$ cat config.mk
export PLATFORM = sky130hd
export DESIGN_NAME = bdd_walk_ctrl
export DESIGN_NICKNAME = d
export VERILOG_FILES = /design/src/rtl/bdd_pkg.sv /design/src/rtl/bdd_serial_mac.sv /design/src/rtl/bdd_walk_ctrl.sv
export SDC_FILE = /design/constraint.sdc
export NUM_CORES = 1
export LEC_CHECK = 0
export BUFFER_PORTS_ARGS = -buffer_cell sky130_fd_sc_hd__buf_4
export CAP_MARGIN = 20
export CORE_MARGIN = 4
export CORE_UTILIZATION = 40
export CTS_BUF_LIST = sky130_fd_sc_hd__clkbuf_16
export CTS_CLUSTER_DIAMETER = 150
export DETAILED_ROUTE_END_ITERATION = 7
export PLACE_DENSITY = 0.59
export SLEW_MARGIN = 20
export SYNTH_ARGS = -nofsm -noshare
export SYNTH_HDL_FRONTEND = slang
export SYNTH_SLANG_ARGS = --single-unit
$ cat constraint.sdc
create_clock -name clk -period 7.7 [get_ports clk]
set_input_delay 1.54 -clock clk [delete_from_list [all_inputs] [get_ports clk]]
set_output_delay 1.54 -clock clk [all_outputs]
set_load 0.02 [all_outputs]
$ cat src/rtl/bdd_pkg.sv
// Shared constants and types for the decision-tree walk controller.
// Node and child word layouts, FSM state encoding and datapath widths.
package bdd_pkg;

    localparam int NODE_WIDTH  = 48;
    localparam int CHILD_WIDTH = 18;
    localparam int ACC_WIDTH   = 19;
    localparam int PROD_WIDTH  = 16;

    // Coefficient word: c1 in the top byte, threshold in the bottom byte.
    localparam int C1_MSB  = 47;
    localparam int C1_LSB  = 40;
    localparam int C2_MSB  = 39;
    localparam int C2_LSB  = 32;
    localparam int C3_MSB  = 31;
    localparam int C3_LSB  = 24;
    localparam int C4_MSB  = 23;
    localparam int C4_LSB  = 16;
    localparam int C5_MSB  = 15;
    localparam int C5_LSB  = 8;
    localparam int THR_MSB = 7;
    localparam int THR_LSB = 0;

    // Child word: two 9-bit entries, each {leaf, class/addr}.
    localparam int LEFT_MSB  = 17;
    localparam int LEFT_LSB  = 9;
    localparam int RIGHT_MSB = 8;
    localparam int RIGHT_LSB = 0;
    localparam int LEAF_BIT  = 8;
    localparam int ADDR_MSB  = 5;
    localparam int ADDR_LSB  = 0;
    localparam int CLASS_MSB = 7;
    localparam int CLASS_LSB = 0;

    typedef enum logic [2:0] {
        IDLE   = 3'd0,
        FETCH  = 3'd1,
        WAIT   = 3'd2,
        MAC    = 3'd3,
        DECIDE = 3'd4,
        RESULT = 3'd5
    } state_t;

endpackage

$ cat src/rtl/bdd_serial_mac.sv
// Time-shared multiply-accumulate: one 8x8 product per enabled cycle,
// term selected by idx (0 = a1*c1 .. 4 = a5*c5).
module bdd_serial_mac
    import bdd_pkg::*;
#(
    parameter int FEAT_WIDTH = 8,
    parameter int NUM_FEAT   = 5
) (
    input  logic                           clk,
    input  logic                           rst,
    input  logic                           clr,
    input  logic                           en,
    input  logic [2:0]                     idx,
    input  logic [NUM_FEAT*FEAT_WIDTH-1:0] feat,
    input  logic [NUM_FEAT*FEAT_WIDTH-1:0] coef,
    output logic [ACC_WIDTH-1:0]           acc
);

    logic [FEAT_WIDTH-1:0] a_sel;
    logic [FEAT_WIDTH-1:0] c_sel;
    logic [PROD_WIDTH-1:0] prod;

    // Term 0 lives in the most significant slot of both packed vectors.
    always_comb begin
        a_sel = '0;
        c_sel = '0;
        for (int i = 0; i < NUM_FEAT; i++) begin
            if (idx == 3'(i)) begin
                a_sel = feat[(NUM_FEAT-1-i)*FEAT_WIDTH +: FEAT_WIDTH];
                c_sel = coef[(NUM_FEAT-1-i)*FEAT_WIDTH +: FEAT_WIDTH];
            end
        end
    end

    assign prod = PROD_WIDTH'(a_sel) * PROD_WIDTH'(c_sel);

    always_ff @(posedge clk) begin
        if (rst || clr) begin
            acc <= '0;
        end else if (en) begin
            acc <= acc + ACC_WIDTH'(prod);
        end
    end

endmodule

$ cat src/rtl/bdd_walk_ctrl.sv
// Decision-tree walk controller: accepts one feature vector, walks the node
// SRAMs one node per 8 cycles and returns the leaf class over valid/ready.
module bdd_walk_ctrl
    import bdd_pkg::*;
#(
    parameter int ADDR_WIDTH = 6,
    parameter int FEAT_WIDTH = 8,
    parameter int NUM_FEAT   = 5,
    parameter int MAX_DEPTH  = 16,
    parameter int ROOT_ADDR  = 0
) (
    input  logic                           clk,
    input  logic                           rst,
    input  logic                           in_valid,
    output logic                           in_ready,
    input  logic [NUM_FEAT*FEAT_WIDTH-1:0] in_feat,
    output logic [ADDR_WIDTH-1:0]          node_addr,
    output logic                           node_rd,
    input  logic [NODE_WIDTH-1:0]          node_data,
    input  logic [CHILD_WIDTH-1:0]         child_data,
    output logic                           out_valid,
    input  logic                           out_ready,
    output logic [7:0]                     out_class,
    output logic                           out_err,
    output logic                           busy,
    output state_t                         state_dbg
);

    // Both ports use valid/ready: a transfer happens on a rising edge where
    // valid and ready are both high; valid and payload hold until then.

    localparam int DEPTH_W = $clog2(MAX_DEPTH + 1);

    state_t state, state_nxt;

    logic [NUM_FEAT*FEAT_WIDTH-1:0] feat_q;
    logic [NODE_WIDTH-1:0]          node_q;
    logic [CHILD_WIDTH-1:0]         child_q;
    logic [ADDR_WIDTH-1:0]          addr_q;
    logic [DEPTH_W-1:0]             depth_q;
    logic [DEPTH_W-1:0]             depth_nxt;
    logic [2:0]                     k_q;
    logic [ACC_WIDTH-1:0]           acc;
    logic [ACC_WIDTH-1:0]           threshold;
    logic [8:0]                     sel;
    logic                           sel_leaf;
    logic                           sel_bad_addr;
    logic                           depth_fault;
    logic                           mac_clr;
    logic                           mac_en;

    bdd_serial_mac #(
        .FEAT_WIDTH(FEAT_WIDTH),
        .NUM_FEAT  (NUM_FEAT)
    ) u_mac (
        .clk (clk),
        .rst (rst),
        .clr (mac_clr),
        .en  (mac_en),
        .idx (k_q),
        .feat(feat_q),
        .coef(node_q[C1_MSB:C5_LSB]),
        .acc (acc)
    );

    // Threshold is compared in the product's scale: thr occupies bits [15:8].
    assign threshold    = ACC_WIDTH'(node_q[THR_MSB:THR_LSB]) << 8;
    assign sel          = (acc < threshold) ? child_q[LEFT_MSB:LEFT_LSB]
                                            : child_q[RIGHT_MSB:RIGHT_LSB];
    assign sel_leaf     = sel[LEAF_BIT];
    assign sel_bad_addr = |sel[CLASS_MSB:ADDR_WIDTH];
    assign depth_nxt    = depth_q + 1'b1;
    assign depth_fault  = (depth_nxt == DEPTH_W'(MAX_DEPTH));

    assign in_ready  = (state == IDLE);
    assign busy      = (state != IDLE);
    assign out_valid = (state == RESULT);
    assign node_rd   = (state == FETCH);
    assign node_addr = addr_q;
    assign state_dbg = state;

    always_ff @(posedge clk) begin
        if (rst) begin
            state <= IDLE;
        end else begin
            state <= state_nxt;
        end
    end

    always_comb begin
        state_nxt = state;
        mac_clr   = 1'b0;
        mac_en    = 1'b0;
        case (state)
            IDLE:   if (in_valid) state_nxt = FETCH;
            FETCH:  state_nxt = WAIT;
            WAIT: begin
                mac_clr   = 1'b1;
                state_nxt = MAC;
            end
            MAC: begin
                mac_en = 1'b1;
                if (k_q == 3'(NUM_FEAT - 1)) state_nxt = DECIDE;
            end
            DECIDE: begin
                if (sel_leaf || sel_bad_addr || depth_fault) state_nxt = RESULT;
                else                                         state_nxt = FETCH;
            end
            RESULT: if (out_ready) state_nxt = IDLE;
            default: state_nxt = IDLE;
        endcase
    end

    always_ff @(posedge clk) begin
        if (rst) begin
            feat_q    <= '0;
            node_q    <= '0;
            child_q   <= '0;
            addr_q    <= '0;
            depth_q   <= '0;
            k_q       <= '0;
            out_class <= '0;
            out_err   <= 1'b0;
        end else begin
            case (state)
                IDLE: begin
                    if (in_valid) begin
                        feat_q  <= in_feat;
                        addr_q  <= ADDR_WIDTH'(ROOT_ADDR);
                        depth_q <= '0;
                    end
                end
                WAIT: begin
                    node_q  <= node_data;
                    child_q <= child_data;
                    k_q     <= '0;
                end
                MAC: k_q <= k_q + 3'd1;
                DECIDE: begin
                    if (sel_leaf) begin
                        out_class <= sel[CLASS_MSB:CLASS_LSB];
                        out_err   <= 1'b0;
                    end else if (sel_bad_addr || depth_fault) begin
                        out_class <= '0;
                        out_err   <= 1'b1;
                    end else begin
                        addr_q  <= sel[ADDR_MSB:ADDR_LSB];
                        depth_q <= depth_nxt;
                    end
                end
                RESULT: if (out_ready) out_err <= 1'b0;
                default: ;
            endcase
        end
    end

endmodule

# Word level (Yosys, flattened, before mapping)
# Cells that the tools add are included.
# word_totals
wordCells,81
input_bits,110
register_bits,151
out_inout_bits,22
# classes
addsub,3
muxes,33
magnitude_cmp,1
eq_ne,16
n_reduce_logical,17
multipliers,1
# ops
cell,n
8-bit two-way mux,12
19-bit by 16-bit adder with 19-bit output,1
19-bit by 16-bit less-than comparator with 1-bit output,1
6-bit two-way mux,3
3-bit one-hot mux with 6 select lines,1
8-bit by 8-bit multiplier with 16-bit output,1
5-bit two-way mux,3
"3-bit by 2-bit == test with 1-bit output, second input constant",4
3-bit two-way mux,4
6-bit one-hot mux with 2 select lines,1
5-bit one-hot mux with 2 select lines,1
"3-bit == test, second input constant",3
9-bit two-way mux,1
"2-bit inequality test, second input constant",4
2-bit nonzero test,4
"3-bit by 1-bit == test with 1-bit output, second input constant",2
3-bit zero test,2
3-bit one-hot mux with 2 select lines,1
3-bit AND reduction,2
"5-bit by 1-bit adder with 5-bit output, second input constant",1
"5-bit == test, second input constant",1
1-bit two-way mux,5
1-bit logical OR,4
2-bit AND reduction,2
7 further kinds,7

# Depth between registers and ports, before layout
# Gate-level depths: netlist of run 1.
# depth
depth_word,8
mapped_depth,27
depth_no_buf,26

# Modules after synthesis
# A second synthesis of run 1 with hierarchy kept.
# unflattened
cells_unflattened,1141
area_unflattened_um2,9206.3
# by_module_without_submodules
mod,area_per_inst_um2,seq_area_each_um2,instances,cells_each
bdd_walk_ctrl,5268.8,2642.5,1,678
bdd_serial_mac,3937.5,380.4,1,463

# Worst setup path after synthesis of run 1
# No wires, ideal clock.
# synth_timing
kind,reg2reg
from,register k_q[0]
to,register u_mac.acc[16]
n_path_buf,1
synth_period_minus_slack_ps,5732
stages_incl_launch_ff,25
arrival_ps,5615
path_slack_ps,1968
path_cell_list,dfxtp_1 > inv_1 > ha_1 > nor3b_4 > buf_6 > a22oi_1 > a211oi_1 > a21oi_1 > a21o_1 > or2_1 > fa_1 > fa_1 > inv_1 > fa_1 > inv_1 > fa_1 > inv_1 > ha_1 > a21o_1 > a31oi_1 > a21oi_1 > o41ai_4 > o21bai_1 > mux2i_1 > nand2_1
# synth_via
elab_chain_len,8
elab_cells_between_ends,17
# synth_lines
item,line,source
from (decl),bdd_walk_ctrl.sv:42,logic [2:0] k_q;
from (signal assigned),bdd_walk_ctrl.sv:138,MAC: k_q <= k_q + 3'd1;
3-bit zero test,bdd_serial_mac.sv:28,if (idx == 3'(i)) begin
8-bit two-way mux (5 in a row),bdd_serial_mac.sv:28,
8-bit by 8-bit multiplier with 16-bit output (*),bdd_serial_mac.sv:35,assign prod = PROD_WIDTH'(a_sel) * PROD_WIDTH'(c_sel);
19-bit by 16-bit adder with 19-bit output (*),bdd_serial_mac.sv:41,acc <= acc + ACC_WIDTH'(prod);
to (signal assigned),bdd_serial_mac.sv:41,
to (decl),bdd_serial_mac.sv:16,output logic [ACC_WIDTH-1:0] acc
# Every way passes the cells marked *; elsewhere a longest branch is shown, timed or not.
# A chain may end at the register's enable or synchronous reset.

# Worst setup path in the final report of run 1
# layout_timing
from,register k_q[0]
to,register u_mac.acc[18]
# The elaborated chain is that of the path after synthesis.

==> flow_metrics.tcl, run 1 <==
set metrics [dict create \
    postCtsSetupBuffers 0 \
    port-buffer-count 131 \
    min_path_type "reg -> reg" \
    finClkSkew_ns 0.0124 \
    reg2regPathDepth 23 \
    required_ns 8.05 \
    drc 0 \
    core_area_sq_mm 0.0221 \
    maxSlewViolCount 0 \
    clkSinkCount 151 \
    synthAdderAreaFrac_pct 18.5 \
    cts_buffers 17 \
    yosysSeqAreaShare_pct 33.3 \
    power_density_mw_per_mm2 177 \
    routed_wirelength_mm 25.4 \
    syn_inst 1167 \
    avgRoutedWirePerCell_microns 16.3 \
    root_buffer "clkbuf_16" \
    critical_path_buf_inv_count 4 \
    final_nets 1476 \
    final_common_cell "nand2_1" \
    final_cell_mix "268 x nand2_1, 166 x a21oi_1, 151 x dfxtp_1, 139 x buf_4, 119 x inv_1" \
    cts_tree "built" \
    yosysWarnings 0 \
    min_path_cells 2 \
    num_rows 54 \
    ys_ff_latch 151 \
    dp.cells 1523 \
    grt_max_degree 96 \
    setup_ws_ns 1.07 \
    antenna_found_initial 0 \
    clock_path_buffers 2 \
    die_w_microns 159 \
    clk_latency_ns 0.42 \
    vias 7948 \
    synth_top_area_cell "dfxtp_1" \
    hold_start "feat_q[34]$_SDFFE_PP0P_" \
    layout.cells.non_filler 1554 \
    leakage_nw 4.62 \
    hold_viol_final 0 \
    place_area_sq_mm 0.0102 \
    r2r_setup_slack_ns 1.07 \
    synthXorXnorAreaFrac_pct 0.772 \
    min_period_ns 6.63 \
    grt_overflow 0 \
    crit_family "adder cells" \
    ir_drop_mv 0.120 \
    stdcell_area_sq_mm 0.0108 \
    cp_slowest_stage_delay_ns 0.62 \
    antennaDiodeCount 0 \
    crit_path_end_kind "flop" \
    syn_area_sq_mm 0.00908 \
    hold_path_end "feat_q[34]$_SDFFE_PP0P_" \
    synthTopCellsByArea "dfxtp_1 33%, nand2_1 11%, fa_1 11%" \
    synthMuxAreaShare_pct 1.32 \
    postLayoutCoreUtil_pct 48.7 \
    grt_pass1_wl_mm 39.9 \
    cts-htree-levels 4 \
    yosysTopAreaCellShare_pct 33.3 \
    place_congestion 0.898 \
    cts_hold_buf 0 \
    synth-simple-area-share_pct 19.7 \
    area_growth_pct 18.5 \
    crit_chain "inv_1, ha_1, nor3b_4, a22oi_1, a211oi_1, a21oi_1, nand2_1, o21ai_1, or2_2, fa_1, fa_1, inv_1, fa_1, inv_1, fa_1, inv_1, ha_1, a21o_1, a31oi_1, a21oi_1, o41ai_4, o2111ai_1, a31oi_1" \
    die_y_microns 159 \
    synth_enable_flop_cells 0 \
    grt_usage_pct 20.2 \
    ios 132 \
    worstSetupStartpointType "flop" \
    viasPerCell 5.11 \
    ant_nets 0 \
    crit_slowest_cell "nor3b_4" \
    ys.flop_type "dfxtp_1" \
    async_reset_ff_share_pct 0 \
    synth_top_family_by_area "simple AND/OR/NAND/NOR gates" \
    syn-num-nets 1381 \
    dieArea_sq_mm 0.0252 \
    crit_path_max_fanout 16 \
    drt_iter0_drc 425 \
    grt_pass1_vias 7666 \
    rsz0062_at_grt "no" \
    ys_types 55 \
    timing.rr.start "k_q[0]$_SDFFE_PP0P_" \
    postCtsResizedCells 0 \
    fmax_mhz 151 \
    setup_viol 0 \
    status "complete, no violations" \
    finalCritPeriodShare_pct 86.0 \
    drive_above_1_share_pct 14.4 \
    clk_pin_slew_ns 0.07 \
    postSynthAreaPerCell_sq_um 7.78 \
    start_util_pct 41.1 \
    path_class "reg -> reg" \
    place_hpwl_mm 19.2 \
    synth-compound-area-share_pct 18.6 \
    final.setup.tns_ns 0 \
    arrival_ns 6.98 \
    dp_slack_ns 1.01 \
    drtPass1Iterations 5 \
    tightest_slew_ns 0.995 \
    r2r-end "u_mac.acc[18]$_SDFFE_PP0P_" \
    maxCapViolations 0 \
    slew_headroom_pct 33.6 \
]
cells by family (layout without fill, tap and decap cells):
| kind of cell | after synthesis | after routing |
|---|---|---|
| muxes | 12 | 12 |
| and+or+nand+nor | 427 | 427 |
| adders and majority gates | 104 | 104 |
| AOI/OAI and AO/OA | 283 | 283 |
| DFF | 151 | 151 |
| buffers and inverters | 182 | 289 |
| xor gates and xnor gates | 8 | 8 |
per-layer routing:
layer	up-vias	GRT usage (%)	routed length [microns]
met1	3746	27.8	11900
li1	4018	-	-
met2	166	32.8	11900
met5	-	0	0
met3	18	4.48	1320
met4	0	4.18	301
registers in the layout (all words and copies together) (netlist names):
register / count
depth_q: 5
k_q: 3
u_mac.acc: 19
state_dbg: 3
out_class: 8
child_q: 18
node_q: 48
feat_q: 40
node_addr: 6
out_err: 1
report_power, final:
part	internal [mW]	switching, mW
clock network	0.419	0.368
registers	0.817	0.0273
logic	0.108	0.160
how the worst max path moves through the flow:
| stage | startpoint | to | slack, ns | depth (start not counted) |
|---|---|---|---|---|
| 5_1_grt | k_q[0]$_SDFFE_PP0P_ | u_mac.acc[18]$_SDFFE_PP0P_ | 0.66 | 23 |
| 3_5_place_dp | k_q[0]$_SDFFE_PP0P_ | u_mac.acc[15]$_SDFFE_PP0P_ | 1.01 | 24 |
| 4_1_cts | k_q[0]$_SDFFE_PP0P_ | u_mac.acc[15]$_SDFFE_PP0P_ | 0.99 | 24 |
| 3_3_place_gp | k_q[0]$_SDFFE_PP0P_ | u_mac.acc[16]$_SDFFE_PP0P_ | 1.19 | 24 |
| 6_report | k_q[0]$_SDFFE_PP0P_ | u_mac.acc[18]$_SDFFE_PP0P_ | 1.07 | 23 |
| 2_1_floorplan | k_q[0]$_SDFFE_PP0P_ | u_mac.acc[16]$_SDFFE_PP0P_ | 1.97 | 24 |
through the flow:
stage          total power [mW]  hold slack (ns)
2_1_floorplan              1.02            0.432
3_3_place_gp               1.13            0.441
3_5_place_dp               1.13            0.446
4_1_cts                    1.92            0.456
5_1_grt                    1.98            0.465
6_report                   1.90            0.454
synthesized netlist by cell type (all sizes together) (12+ instances only):
library cell  number
fa                50
a21oi            170
nand2            269
inv              119
ha                54
mux2i             12
dfxtp            151
a21o              12
a211oi            16
buf               18
nor2              85
clkbuf            45
o21ai             25
a22oi             27
nand2b            22
worst register-to-register path, stage by stage (launching register included):
cell       delay, ns
dfxtp_1         0.32
inv_1           0.12
ha_1            0.23
nor3b_4         0.62
a22oi_1         0.19
a211oi_1        0.29
a21oi_1         0.07
nand2_1         0.09
o21ai_1         0.22
or2_2           0.40
fa_1            0.52
fa_1            0.56
inv_1           0.06
fa_1            0.53
inv_1           0.06
fa_1            0.53
inv_1           0.04
ha_1            0.37
a21o_1          0.22
a31oi_1         0.18
a21oi_1         0.15
o41ai_4         0.40
o2111ai_1       0.18
a31oi_1         0.21
final cells by class:
cell class                      instances  area [sq um]
Timing Repair Buffer                  139          1040
Multi-Input combinational cell        834          5360
Fill cell                            2204         11300
Clock inverter                         14           114
Inverter                              119           447
Sequential cell                       151          3020
Clock buffer                           17           425
Tap cell                              280           350
Note: power is estimated with default switching activity, not from simulation.
==> run 2, diff against run 1 <==
SYNTH_HIERARCHICAL = 1   (was unset)
==> run 2 against run 1 <==
  * Synthesized cell count decreased by 2.2%
  * Design area is 1.9% higher
  * Clock-buffer cell count did not move
  * Fmax is 5.6% higher
  * Hold slack got worse by 0.00058 ns
  * Register-to-register slack better by 0.35 ns
  * Clock skew up 0.00053 ns
  * Combinational power grew to 3.3 times the previous value
==> flow_metrics.tcl, run 2 <==
set metrics [dict create \
    drive_above_1_share_pct 16.6 \
    crit_family "adder cells" \
    top_register "node_q" \
    hold_viol_final 0 \
    async_reset_ff_share_pct 0 \
    leakage_nw 4.61 \
    min_period_ns 6.27 \
    clock_path_buffers 2 \
    core_area_sq_mm 0.0226 \
    path_class "reg -> reg" \
    avgRoutedWirePerCell_microns 15.4 \
    finClkSkew_ns 0.0130 \
    synth_common_cells "277 x nand2_1, 151 x dfxtp_1, 141 x a21oi_1, 104 x inv_1, 73 x nor2_1" \
    rsz0062_at_grt "no" \
    grt_overflow 0 \
    yosysTopAreaCellShare_pct 32.8 \
    port-buffer-count 131 \
    finalPower_mw 2.71 \
    grt_pass1_wl_mm 38.8 \
    whs_ns 0.454 \
    synth-simple-area-share_pct 20.0 \
    crit_path_max_fanout 19 \
    final_nets 1450 \
    ant_nets 0 \
    synthAdderAreaFrac_pct 17.8 \
    critical_path_buf_inv_count 3 \
    ys_ff_latch 151 \
    die_y_microns 160 \
    viasPerCell 5.01 \
    postSynthAreaPerCell_sq_um 8.07 \
    required_ns 8.05 \
    cts_tree "built" \
    synthMuxAreaShare_pct 7.05 \
    synthXorXnorAreaFrac_pct 0.666 \
    place_congestion 0.924 \
    drc 0 \
    arrival_ns 6.63 \
    die_w_microns 160 \
    final_common_cell "nand2_1" \
    fillers 2251 \
    crit_chain "buf_4, mux4_2, a22oi_2, nor2_1, fa_1, fa_1, inv_1, fa_1, fa_1, inv_1, ha_1, a21o_1, a21oi_1, a21boi_0, o31ai_1, mux2_2, o21ai_0" \
    crit_path_end_kind "flop" \
    cts_buffers 17 \
    final_cell_mix "276 x nand2_1, 151 x dfxtp_1, 141 x a21oi_1, 139 x buf_4, 104 x inv_1" \
    crit_slowest_cell "dfxtp_1" \
    power_density_mw_per_mm2 247 \
    maxSlewViolCount 0 \
    min_path_type "reg -> reg" \
    root_buffer "clkbuf_16" \
    syn_area_sq_mm 0.00921 \
    synthTopCellsByArea "dfxtp_1 33%, nand2_1 11%, fa_1 11%" \
    worstSetupStartpointType "flop" \
    vias 7704 \
    crit_top_cell "fa_1" \
    tightest_slew_ns 1.02 \
    postCtsSetupBuffers 0 \
    syn_inst 1141 \
    synth-compound-area-share_pct 14.6 \
    cp_slowest_stage_delay_ns 0.99 \
    min_path_cells 2 \
    largest_reg_flops 48 \
    cts_hold_buf 0 \
    clk_latency_ns 0.43 \
    routed_wirelength_mm 23.7 \
    synth_top_area_cell "dfxtp_1" \
    clkSinkCount 151 \
    status "complete, no violations" \
    reg2regPathDepth 17 \
    place_hpwl_mm 18.0 \
    slew_headroom_pct 31.9 \
    final.setup.tns_ns 0 \
    grt_pass1_vias 7624 \
    cp.depth 17 \
    postCtsResizedCells 0 \
    maxCapViolations 0 \
    dieArea_sq_mm 0.0255 \
    ios 132 \
    clk_pin_slew_ns 0.07 \
    drt_iter0_drc 443 \
    finalCritPeriodShare_pct 81.5 \
    antenna_found_initial 0 \
    reg_top3 "node_q x48, feat_q x40, u_mac/acc x19" \
    fmax_mhz 159 \
    synth_enable_flop_cells 0 \
    synth_top_family_by_area "simple AND/OR/NAND/NOR gates" \
    ys_types 56 \
    yosysWarnings 6 \
    drtPass1Iterations 5 \
    grt_usage_pct 18.4 \
    setup_viol 0 \
    start_util_pct 40.7 \
    area_growth_pct 19.0 \
    ir_drop_mv 0.219 \
    synth_most_common_cell "nand2_1" \
    grt_max_degree 97 \
    antennaDiodeCount 0 \
    syn-num-nets 1352 \
    layout.area.seq_sq_mm 0.00302 \
    num_rows 55 \
    ys.flop_type "dfxtp_1" \
    cts-htree-levels 4 \
    multi_input_comb_area_sq_mm 0.00555 \
    yosysSeqAreaShare_pct 32.8 \
]
[run 2: cell count changes after synthesis, sizes merged, moves of 8 or more]
cell,change
mux2i,+21
a211oi,-10
o21ai,+8
nand2,+8
nor2,-12
a21oi,-29
nor3,+9
inv,-14
mux2,+10
a22oi,-19
o21a,+8
mux4,+9
[run 2: cell families after synthesis]
kind of cell,count (synthesis)
xor gates and xnor gates,7
and+or+nand+nor,436
DFF,151
muxes,52
AOI/OAI and AO/OA,229
buffers and inverters,165
adders and majority gates,101
[run 2: routing by layer]
layer / routed length (microns) / track usage [%] / up-vias
met5: 0 / 0 / -
met4: 391 / 4.89 / 0
met3: 781 / 3.10 / 22
met2: 10900 / 29.8 / 122
met1: 11500 / 25.7 / 3620
li1: - / - / 3940
[run 2: path summary, 6_finish.rpt]
kind                                 from  slack (ns)                          to
hold reg to reg   node_q[42]$_SDFFE_PP0P_        0.45     node_q[42]$_SDFFE_PP0P_
setup / recovery      k_q[0]$_SDFFE_PP0P_        1.43  u_mac/acc[13]$_SDFFE_PP0P_
setup reg to reg      k_q[0]$_SDFFE_PP0P_        1.43  u_mac/acc[13]$_SDFFE_PP0P_
hold / removal    node_q[42]$_SDFFE_PP0P_        0.45     node_q[42]$_SDFFE_PP0P_
[run 2: metrics by stage]
step | instance area (sq um) | instances | setup WS (ns) | utilization (%)
after floorplan | 9210 | 1141 | 2.33 | -
final | 11000 | 1537 | 1.43 | 48.4
after CTS | 11000 | 1537 | 1.42 | 48.4
after detailed placement | 10400 | 1505 | 1.42 | 45.8
after global routing | 11000 | 1537 | 1.03 | 48.4
after global placement | 10400 | 1505 | 1.53 | 45.8
[run 2: layout make-up]
type | count | share of cell area, %
clock buffer | 17 | 3.88
multi-input combinational | 825 | 50.7
sequential | 151 | 27.6
inverter | 105 | 3.60
clock inverter | 15 | 1.48
tap | 285 | 3.25
timing repair buffer | 139 | 9.52
[run 2: power by group]
group	switching (mW)	internal [mW]	leakage [nW]
logic	0.545	0.330	3.10
registers	0.0980	0.899	1.23
clock network	0.379	0.460	0.286
total	1.02	1.69	4.61
[run 2: worst min-delay path: stages (launching register included)]
cell	delay, ns
dfxtp_1	0.31
nand2_1	0.05
a21oi_1	0.05
==> run 3, diff against run 2 <==
clock period = 6.2 ns   (was 7.7 ns; I/O delays follow)
==> run 3 against run 2 <==
  * Non-clock buffer count up 6
  * Sequential share of layout area decreased by 0.20 points
  * First-iteration DRC count shrank 3.2%
  * Utilization increased by 0.38 points
  * Critical endpoint is now u_mac/acc[14]$_SDFFE_PP0P_
  * Clock-buffer cell count unchanged
  * Power grew 27%
  * Die area did not move
  * Design area up 0.78%
  * Global-route usage increased by 0.56 points
==> flow_metrics.tcl, run 3 (same netlist as run 2, synthesis figures left out) <==
set metrics [dict create \
    viasPerCell 5.08 \
    crit_path_end_kind "flop" \
    drt_iter0_drc 429 \
    antennaDiodeCount 0 \
    r2r_setup_slack_ns 0.49 \
    leakage_nw 4.66 \
    critical_path_buf_inv_count 3 \
    vias 7830 \
    routed_wirelength_mm 24.2 \
    largest_reg_flops 48 \
    place_congestion 0.854 \
    start_util_pct 40.7 \
    clk_pin_slew_ns 0.07 \
    reg_top3 "node_q x48, feat_q x40, u_mac/acc x19" \
    final_nets 1456 \
    fillers 2244 \
    crit_chain "buf_6, mux4_2, a22oi_2, nor2_1, fa_1, fa_1, fa_1, inv_1, fa_1, inv_1, ha_1, a21oi_1, o21ai_0, nand2_1, o211a_1, or4_1, o311ai_0" \
    cts_buffers 17 \
    ant_nets 0 \
    tightest_slew_ns 0.906 \
    final_common_cell "nand2_1" \
    worstSetupStartpointType "flop" \
    status "complete, no violations" \
    arrival_ns 6.01 \
    cts_tree "built" \
    place_hpwl_mm 18.3 \
    grt_usage_pct 19.0 \
    clock_path_buffers 2 \
    crit_family "adder cells" \
    fmax_mhz 175 \
    grt_max_degree 89 \
    maxCapViolations 0 \
    ir_drop_mv 0.249 \
    grt_overflow 0 \
    setup_viol 0 \
    clkSinkCount 151 \
    hold_viol_final 0 \
    dieArea_sq_mm 0.0255 \
    final_cell_mix "276 x nand2_1, 150 x dfxtp_1, 143 x buf_4, 141 x a21oi_1, 103 x inv_1" \
    timing.rr.start "k_q[0]$_SDFFE_PP0P_" \
    setup.worst_path.end "u_mac/acc[14]$_SDFFE_PP0P_" \
    crit_path_max_fanout 20 \
    min_path_type "reg -> reg" \
    finalPower_mw 3.45 \
    port-buffer-count 131 \
    hold_start "feat_q[23]$_SDFFE_PP0P_" \
    top_register "node_q" \
    avgRoutedWirePerCell_microns 15.7 \
    final.setup.tns_ns 0 \
    power_density_mw_per_mm2 312 \
    drive_above_1_share_pct 17.0 \
    die_w_microns 160 \
    ios 132 \
    critPathLaunch "k_q[0]$_SDFFE_PP0P_" \
    drc 0 \
    min_period_ns 5.71 \
    num_rows 55 \
    slew_headroom_pct 39.6 \
    area_growth_pct 20.0 \
    reg2regPathDepth 17 \
    cp.depth 17 \
    grt_pass1_wl_mm 39.7 \
    crit_slowest_cell "fa_1" \
    clk_latency_ns 0.43 \
    maxSlewViolCount 0 \
    dp_slack_ns 0.305 \
    finClkSkew_ns 0.0207 \
    cp_slowest_stage_delay_ns 0.61 \
    drtPass1Iterations 5 \
    multi_input_comb_area_sq_mm 0.00555 \
    rsz0062_at_grt "no" \
    finalCritPeriodShare_pct 92.0 \
    required_ns 6.51 \
    cts-htree-levels 4 \
    r2r-end "u_mac/acc[14]$_SDFFE_PP0P_" \
    grt_pass1_vias 7590 \
    setup_ws_ns 0.494 \
    root_buffer "clkbuf_16" \
    layout.area.seq_sq_mm 0.00302 \
    path_class "reg -> reg" \
    die_y_microns 160 \
    crit_top_cell "fa_1" \
    antenna_found_initial 0 \
    core_area_sq_mm 0.0226 \
]
-- run 3: changes by cell type in the layout (fill, tap and decap cells not counted) --
cell	before	now
clkinv_8	1	0
inv_1	104	103
buf_8	0	1
and2_2	1	0
clkinv_4	3	2
dfxtp_1	151	150
and2_1	2	3
dfxtp_2	0	1
inv_6	3	4
bufinv_16	1	3
inv_8	4	3
buf_4	139	143
buf_6	0	1
-- run 3: per-stage QoR --
| stage | std cells | util [%] | area [sq um] | hold WS [ns] |
|---|---|---|---|---|
| finish | 1542 | 48.8 | 11000 | 0.455 |
| floorplan | 1141 | - | 9210 | 0.432 |
| CTS | 1540 | 48.7 | 11000 | 0.457 |
| global placement | 1508 | 45.9 | 10400 | 0.442 |
| detailed placement | 1509 | 46.0 | 10400 | 0.447 |
| global route | 1542 | 48.8 | 11000 | 0.467 |
-- run 3: where the power goes --
part	internal [mW]	switching [mW]
registers	1.12	0.116
logic	0.418	0.694
clock network	0.646	0.456
-- run 3: worst min-delay path by stage --
stage	end	cells past startpoint	slack (ns)
floorplan	node_q[0]$_SDFFE_PP0P_	2	0.43
global placement	node_q[17]$_SDFFE_PP0P_	2	0.44
detailed placement	child_q[0]$_SDFFE_PP0P_	2	0.45
CTS	child_q[0]$_SDFFE_PP0P_	2	0.46
global route	node_q[37]$_SDFFE_PP0P_	2	0.47
finish	feat_q[23]$_SDFFE_PP0P_	2	0.45
-- run 3: layout make-up --
type	instances	share of cell area (%)
multi-input combinational	825	50.3
clock inverter	14	1.73
timing repair buffer	145	9.96
sequential	151	27.4
inverter	105	3.57
clock buffer	17	3.85
tap	285	3.23
-- run 3: what timing repair did --
item	4_1_cts	5_1_grt
buffers inserted	0	2
hold buffers	0	0
resized for setup	0	2
setup endpoints to repair	0	5
-- run 3: routing by layer --
layer / global-route usage, % / vias up / part of all wire [%]
li1: - / 3953 / -
met1: 26.9 / 3711 / 48
met2: 30.4 / 147 / 47
met3: 3.02 / 19 / 3.3
met4: 4.85 / 0 / 1.3
met5: 0 / - / 0
-- run 3: worst reg2reg max path, delay by kind of cell (launching register included) --
family / cells / cell delay, ns
adder cells (fa/ha/maj): 5 / 2.45
AO/OA/AOI/OAI: 5 / 1.11
AND/OR/NAND/NOR: 3 / 0.65
multiplexers: 1 / 0.56
flip-flops: 1 / 0.44
buffers and inverters: 3 / 0.37
